[src/rtl/conv_mac.sv]
// rtl/conv_mac.sv - sequential signed dot-product MAC over one LEN-sample window
module conv_mac #(
    parameter  int LEN  = 4,
    parameter  int DW   = 8,
    localparam int ACCW = 2*DW + $clog2(LEN)
) (
    input  logic                clk,
    input  logic                rst,
    input  logic [LEN*DW-1:0]   in_data,
    input  logic [LEN*DW-1:0]   in_kernel,
    input  logic                in_valid,
    output logic                in_ready,
    output logic [ACCW-1:0]     out_data,
    output logic                out_valid,
    input  logic                out_ready
);

    // Index width kept at least 1 so LEN=1 still has a legal counter.
    localparam int IW = (LEN > 1) ? $clog2(LEN) : 1;
    localparam logic [IW-1:0] LAST_IDX = IW'(LEN - 1);

    typedef enum logic [1:0] {
        S_IDLE = 2'd0,
        S_CALC = 2'd1,
        S_DONE = 2'd2
    } state_t;

    state_t                    r_state;
    state_t                    w_next;
    logic                      w_in_ready;
    logic [LEN*DW-1:0]         r_data;
    logic [LEN*DW-1:0]         r_kernel;
    logic [IW-1:0]             r_idx;
    logic signed [ACCW-1:0]    r_acc;
    logic [ACCW-1:0]           r_out_data;
    logic                      r_out_valid;

    logic signed [DW-1:0]      w_d;
    logic signed [DW-1:0]      w_k;
    logic signed [2*DW-1:0]    w_prod;
    logic signed [ACCW-1:0]    w_prod_ext;
    logic signed [ACCW-1:0]    w_sum;

    // Current tap operands come from the latched copies, so upstream may change its bus freely.
    assign w_d        = r_data[r_idx*DW +: DW];
    assign w_k        = r_kernel[r_idx*DW +: DW];
    assign w_prod     = w_d * w_k;
    assign w_prod_ext = ACCW'(w_prod);
    assign w_sum      = r_acc + w_prod_ext;

    // State register with synchronous reset back to IDLE.
    always_ff @(posedge clk) begin
        if (rst) begin
            r_state <= S_IDLE;
        end else begin
            r_state <= w_next;
        end
    end

    // Next-state: accept in IDLE, run LEN accumulate cycles, then wait for the sink.
    always_comb begin
        w_next = r_state;
        case (r_state)
            S_IDLE:  if (in_valid && w_in_ready) w_next = S_CALC;
            S_CALC:  if (r_idx == LAST_IDX)      w_next = S_DONE;
            S_DONE:  if (out_ready)              w_next = S_IDLE;
            default: w_next = S_IDLE;
        endcase
    end

    // Output decode: ready only in IDLE and never while reset is asserted.
    always_comb begin
        w_in_ready = 1'b0;
        if (r_state == S_IDLE && !rst) begin
            w_in_ready = 1'b1;
        end
    end

    // Datapath: latch window, accumulate in index order, publish and hold the result.
    always_ff @(posedge clk) begin
        if (rst) begin
            r_data      <= '0;
            r_kernel    <= '0;
            r_idx       <= '0;
            r_acc       <= '0;
            r_out_data  <= '0;
            r_out_valid <= 1'b0;
        end else begin
            case (r_state)
                S_IDLE: begin
                    if (in_valid) begin
                        r_data   <= in_data;
                        r_kernel <= in_kernel;
                        r_acc    <= '0;
                        r_idx    <= '0;
                    end
                end
                S_CALC: begin
                    r_acc <= w_sum;
                    r_idx <= r_idx + IW'(1);
                    if (r_idx == LAST_IDX) begin
                        r_out_data  <= w_sum;
                        r_out_valid <= 1'b1;
                    end
                end
                S_DONE: begin
                    if (out_ready) begin
                        r_out_valid <= 1'b0;
                    end
                end
                default: begin
                    r_out_valid <= 1'b0;
                end
            endcase
        end
    end

    assign in_ready  = w_in_ready;
    assign out_data  = r_out_data;
    assign out_valid = r_out_valid;

endmodule
[config.mk]
export PLATFORM = sky130hd
export DESIGN_NAME = conv_mac
export DESIGN_NICKNAME = d
export VERILOG_FILES = /design/src/rtl/conv_mac.sv
export SDC_FILE = /design/constraint.sdc
export NUM_CORES = 1
export LEC_CHECK = 0
export CAP_MARGIN = 5
export CORE_MARGIN = 3
export CORE_UTILIZATION = 43
export CTS_CLUSTER_DIAMETER = 120
export CTS_CLUSTER_SIZE = 16
export DETAILED_ROUTE_END_ITERATION = 16
export DONT_BUFFER_PORTS = 1
export PLACE_DENSITY_LB_ADDON = 0.1
export RECOVER_POWER = 50
export SLEW_MARGIN = 20
export SYNTH_ARGS = -nofsm -noshare
export SYNTH_HDL_FRONTEND = slang
export SYNTH_SLANG_ARGS = --single-unit
[constraint.sdc]
create_clock -name clk -period 7 [get_ports clk]
set_clock_uncertainty 0.15 [all_clocks]
set_input_delay 1.4 -clock clk [delete_from_list [all_inputs] [get_ports clk]]
set_output_delay 1.4 -clock clk [all_outputs]
set_load 0.01 [all_outputs]
After elaboration in Yosys (flattened, before gate mapping)
Index checks and enable logic that the tools add are counted.
- eq/ne operators: 7
- bitwise operators: 1
- multiplexer cells: 12
- add/subtract/negate cells: 2
- shift-type cells: 2
- multipliers: 1
- reduce and logical (&&, ||, !) cells: 10
- operators with widths (cell ; number):
    32-bit by 6-bit indexed part select with 8-bit output ; 2
    18-bit one-hot mux with 2 select lines ; 1
    18-bit by 16-bit adder with 18-bit output ; 1
    18-bit two-way mux ; 1
    8-bit by 8-bit multiplier with 16-bit output ; 1
    2-bit two-way mux ; 4
    2-bit != test, second input constant ; 4
    2-bit one-hot mux with 3 select lines ; 1
    2-bit AND reduction ; 3
    3-bit AND reduction ; 2
    2-bit equality test, second input constant ; 2
    2-bit one-hot mux with 2 select lines ; 1
    1-bit two-way mux ; 3
    1-bit one-hot mux with 3 select lines ; 1
    2-bit by 1-bit adder with 2-bit output, second input constant ; 1
    2-bit by 1-bit equality test with 1-bit output, second input constant ; 1
    1-bit logical AND ; 2
    2-bit zero test ; 1
    2-bit nonzero test ; 1
    1-bit zero test ; 1
    1-bit inverter ; 1
- bits in registers: 105
- output and inout bits: 20
- word-level logic and storage cells: 42

Logic depth before layout (Yosys ltp)
- word-level depth: 6
- mapped depth: 22
- gate-level depth less buffers: 20

Worst setup path after synthesis
No wires, ideal clock.
- path kind: reg-to-reg
- start: register r_idx[0]
- end: register r_out_data[16], in the netlist out_data[16]
- setup slack: 1330 ps
- arrival: 5432 ps
- stages on the path, launching flop included: 18
- path buffers: 2
- setup time: 88 ps
- required time: 6762 ps
- path through: dfxtp_1 -> buf_2 -> buf_4 -> mux4_2 -> nand2_1 -> fa_1 -> fa_1 -> inv_1 -> fa_1 -> fa_1 -> ha_1 -> ha_1 -> a21o_1 -> a21o_1 -> or3_1 -> a21oi_2 -> o21ai_1 -> a311oi_2
- longest elaborated chain between the ends: 3
- elaborated cells on any way between the ends: 6
- RTL lines (item ; RTL line ; text):
    start: declaration ; 33 ; logic [IW-1:0] r_idx;
    start signal: assignment ; 100 ; r_idx <= r_idx + IW'(1);
    32-bit by 6-bit indexed part select with 8-bit output, on equally long branches ; 45, 46 ;
    8-bit by 8-bit multiplier with 16-bit output ; 47 ; assign w_prod = w_d * w_k;
    18-bit by 16-bit adder with 18-bit output ; 49 ; assign w_sum = r_acc + w_prod_ext;
    end signal: assignment ; 102 ; r_out_data <= w_sum;
    end: declaration ; 35 ; logic [ACCW-1:0] r_out_data;
Several ways; a longest one is shown, not always the timed one.
A chain may end at the register's enable or synchronous reset.

Worst setup path after layout
- start: register r_idx[1]
- end: register r_acc[17]
- longest elaborated chain between the ends: 4
- elaborated cells on any way between the ends: 5
- RTL lines (item ; RTL line ; text):
    32-bit by 6-bit indexed part select with 8-bit output, on equally long branches ; 45, 46 ;
    8-bit by 8-bit multiplier with 16-bit output * ; 47 ;
    18-bit by 16-bit adder with 18-bit output * ; 49 ;
    18-bit one-hot mux with 2 select lines * ; 89 ; case (r_state)
    end signal: assignment ; 99 ; r_acc <= w_sum;
    end: declaration ; 34 ; logic signed [ACCW-1:0] r_acc;
Every way passes the cells marked *; elsewhere a longest branch is shown, timed or not.

==> results summary <==
The cell leakage power came out at 0.003506 uW. The number of endpoints with negative hold slack in the final report is 0. The aggregate global-route resource usage is approximately a fifth.

The fraction of post-synthesis cell area in the top cell type by area came out at 28.25%. STA classifies the critical path startpoint as a flop. In the synthesized netlist, the cells that appear most often are 191 x sky130_fd_sc_hd__nand2_1, 105 x sky130_fd_sc_hd__dfxtp_1, 101 x sky130_fd_sc_hd__inv_1. The detailed-route via count is 5488. The setup violation total in the final timing report is 0. The number of setup buffers added after CTS came out at 0. The data required time of the worst path is 7100 ps. The total overflow reported by the global router is 0. The number of different library cells used by synthesis comes to 47. CTS built an H-tree with a depth of 3. The maximum ir drop on the vdd rail came out at 0.1186 mV. The clock power share is 32.9%. Sorting the synthesized cells by area gives the leading types as sky130_fd_sc_hd__dfxtp_1 28%, sky130_fd_sc_hd__fa_1 22%, sky130_fd_sc_hd__nand2_1 9.6%. The critical path data arrival time is 6410 ps. Counting the buffers created by CTS gives 9. In this run the clock root is driven by a sky130_fd_sc_hd__clkbuf_16. The wire length per cell after detailed routing came out at 17.34 um.

The area of the multi-input gates is 4776 um^2. The internal portion of the total power is 1034 uW. Setup repair after global routing left no endpoint under its margin. Of all cell types, the one taking the most synthesized area is sky130_fd_sc_hd__dfxtp_1. The hold-fix buffer count after cts is 0. The half-perimeter wire length after placement came out at 13960 um. The average via count per standard cell is 5.277.

The violation count after the first detailed-route iteration came out at between 200 and 300. The share of layout cells above drive strength 1 is roughly 5.2%. Post-CTS repair changed the size of 0 cells.

The final total negative setup slack is 0 ps. The vertical extent of the die is 137.5 um. The die covers ~19000 um^2.

The async set-reset flop share out of synthesis came out at 0%. The antenna diode instance count is 0. The number of placed instances, taps included, is between 1000 and 1500. The total of max-cap violations came out at 1. The number of sinks handled by clock tree synthesis came out at 105.

The worst slew margin relative to its limit is -16.11%. The fmax is 158.6 MHz. The clock tree buffer depth is 2.

The share of total power in sequential cells is 41.8%. The initial antenna violation count was 0. By startpoint and endpoint, the worst setup path is classified as reg -> reg. The wire length of the first global-routing pass is 29490 um. The final worst-path cycle share came out at 90.10%. The I/O pin count is 88. The synthesized netlist occupies a cell area of 7440 um^2.

The flip-flop and latch count after synthesis is 105. The TritonCTS clock tree is built. The first-pass detailed-route iteration total came out at 5. The most common cell in the synthesized netlist is sky130_fd_sc_hd__nand2_1. The sum of routed wire length over all layers came out at roughly 18000 um. The endpoint type of the worst setup path is a flop. Leaving out filler cells and counting taps, the final layout contains about 1000. The synthesized instance count is ~840. Entering global routing, the biggest net connects 116 pins. The number of slew-limit violations in the final report is 48. The area growth from synthesis to final layout came out at 5.819%. The clock edge transition at the registers on the reported setup and hold paths came out at ~80 ps.

The final setup slack of the worst path came out at 693.2 ps. The slew of the pin with the lowest slew margin came out at 1742 ps. The net switching power is 528.3 uW. The fill cell instance count of the final layout came out at 1648. The die span in x is 137.5 um. The final reports fail on capacitance limit, slew limit. After synthesis, flip-flops and latches occupy around 28% of the total area. The clock insertion delay at the later pin of the skew report is approximately 360 ps. Subtracting the final worst setup slack from the clock period gives 6307 ps. OpenSTA, run right after detailed placement, puts the worst setup slack at 829.6 ps. The areal power density over the cells came out at 198.4 nW/um^2. The synthesized area per cell came out at 8.899 um^2.

The initial standard-cell utilization of the core came out at 44.39%. The highest net fanout along the worst path came out at 11. The net count of the mapped netlist came out at approximately 1000. The dominant synthesized flop cell is sky130_fd_sc_hd__dfxtp_1.

The count of buffers from port buffering came out at 0. The count of antenna-violating nets left after detailed routing is 0. The worst hold path belongs to the class reg -> reg. The net count reported at finish came out at 1006. The flow ran to the end, but the final reports show violations. The relative contribution of combinational cells to total power is 25.3%. The routability congestion estimate from global placement came out at 0.8390. The core area is 16760 um^2. In this run, synthesis inferred 0 flip-flops with an integrated enable.

The number of design rule violations left after detail routing came out at 0. The switching power as a share of total power came out at 33.81%. The number of global-route vias before repair was 5646. The sequential cells in the finished layout cover a total of 2102 um^2. After floorplanning, the core was divided into 47 placement rows. The count of warnings emitted by yosys came out at 0.
==> registers in the layout (all words and copies together), names as in the netlist <==
| signal | count |
|---|---|
| r_data | 32 |
| r_kernel | 32 |
| out_data | 18 |
| r_acc | 18 |
| r_idx | 2 |
| r_state | 2 |
| out_valid | 1 |
==> cell usage in the layout, fill, tap and decap left out, drive strengths merged, types with 2 or more instances in the layout <==
| master | netlist | layout |
|---|---|---|
| inv | 101 | 104 |
| nand2 | 191 | 191 |
| clkbuf | 22 | 11 |
| nand3 | 18 | 18 |
| buf | 17 | 5 |
| a22o | 4 | 4 |
| xor2 | 2 | 2 |
| a32oi | 2 | 2 |
| nor2 | 20 | 20 |
| dfxtp | 105 | 105 |
| a21o | 6 | 6 |
| nand4b | 7 | 7 |
| o21bai | 3 | 3 |
| o21ai | 9 | 9 |
| nand3b | 5 | 5 |
| nor3 | 4 | 4 |
| or3 | 2 | 2 |
| a31oi | 5 | 5 |
| and2 | 32 | 32 |
| fa | 80 | 80 |
| clkinv | 0 | 4 |
| a21oi | 102 | 102 |
| mux4 | 15 | 15 |
| ha | 43 | 43 |
| xnor2 | 14 | 14 |
| or4 | 5 | 5 |
| nand2b | 8 | 8 |
| a211oi | 3 | 3 |
==> through the flow <==
step	instance area [um^2]	hold slack (ps)	total power [uW]	utilization (%)
2_1_floorplan	7440	281.9	974.3	-
3_3_place_gp	7585	286.4	1057	45.26
3_5_place_dp	7605	291.1	1066	45.38
4_1_cts	7900	301.3	1586	47.14
5_1_grt	7873	315.8	1663	46.97
6_report	7873	303.6	1562	46.97
==> kinds of logic after synthesis <==
group,after synthesis,share of synthesized area (%)
compound gates,138,10.75
flops,105,28.25
simple gates,297,17.98
fa+ha+maj,123,28.76
buf+inv,140,7.551
xor+xnor,16,1.884
mux,17,4.827
==> critical path, cell delays in order (launching register included) <==
cell and delay, ps:
sky130_fd_sc_hd__dfxtp_1 650, sky130_fd_sc_hd__clkbuf_1 460, sky130_fd_sc_hd__mux4_2 680, sky130_fd_sc_hd__and2_1 200
sky130_fd_sc_hd__fa_1 470, sky130_fd_sc_hd__inv_1 50, sky130_fd_sc_hd__fa_1 520, sky130_fd_sc_hd__inv_1 50
sky130_fd_sc_hd__fa_1 490, sky130_fd_sc_hd__fa_1 430, sky130_fd_sc_hd__fa_1 410, sky130_fd_sc_hd__ha_1 360
sky130_fd_sc_hd__o21ai_0 220, sky130_fd_sc_hd__nand2b_1 100, sky130_fd_sc_hd__a31oi_1 390, sky130_fd_sc_hd__a31oi_1 160
sky130_fd_sc_hd__xnor2_1 180, sky130_fd_sc_hd__a22o_1 220
==> cell type report <==
class                   count  share of cell area [%]
clock buffers               9                   2.861
clock inverters             7                  0.8900
inverters                 101                   4.816
multi-input cells         591                   60.66
flip-flops and latches    105                   26.70
well taps                 220                   3.497
repair buffers              7                  0.5722
==> metal layers <==
metal | vias to the layer above | part of all wire (%) | GRT usage, %
met1 | 2707 | 47 | 28.10
met5 | - | 0 | 0
met4 | 0 | 1.4 | 5.876
met3 | 14 | 4.2 | 3.762
li1 | 2654 | - | -
met2 | 113 | 47 | 32.54
==> final timing paths <==
kind	start	slack [ps]	to	cells after the start
worst max-delay path	r_idx[1]	690	r_acc[17]	17
worst min-delay path	r_kernel[9]	300	r_kernel[9]	2
worst max register to register	r_idx[1]	690	r_acc[17]	17
worst min register to register	r_kernel[9]	300	r_kernel[9]	2
==> power groups by stage <==
stage	Clock (uW)	Combinational, uW	Sequential, uW
floorplan	0	318	656
global placement	0	390	667
detailed placement	0	399	667
CTS	531	402	653
global route	550	456	657
finish	514	396	652
(Power assumes the default switching activity.)
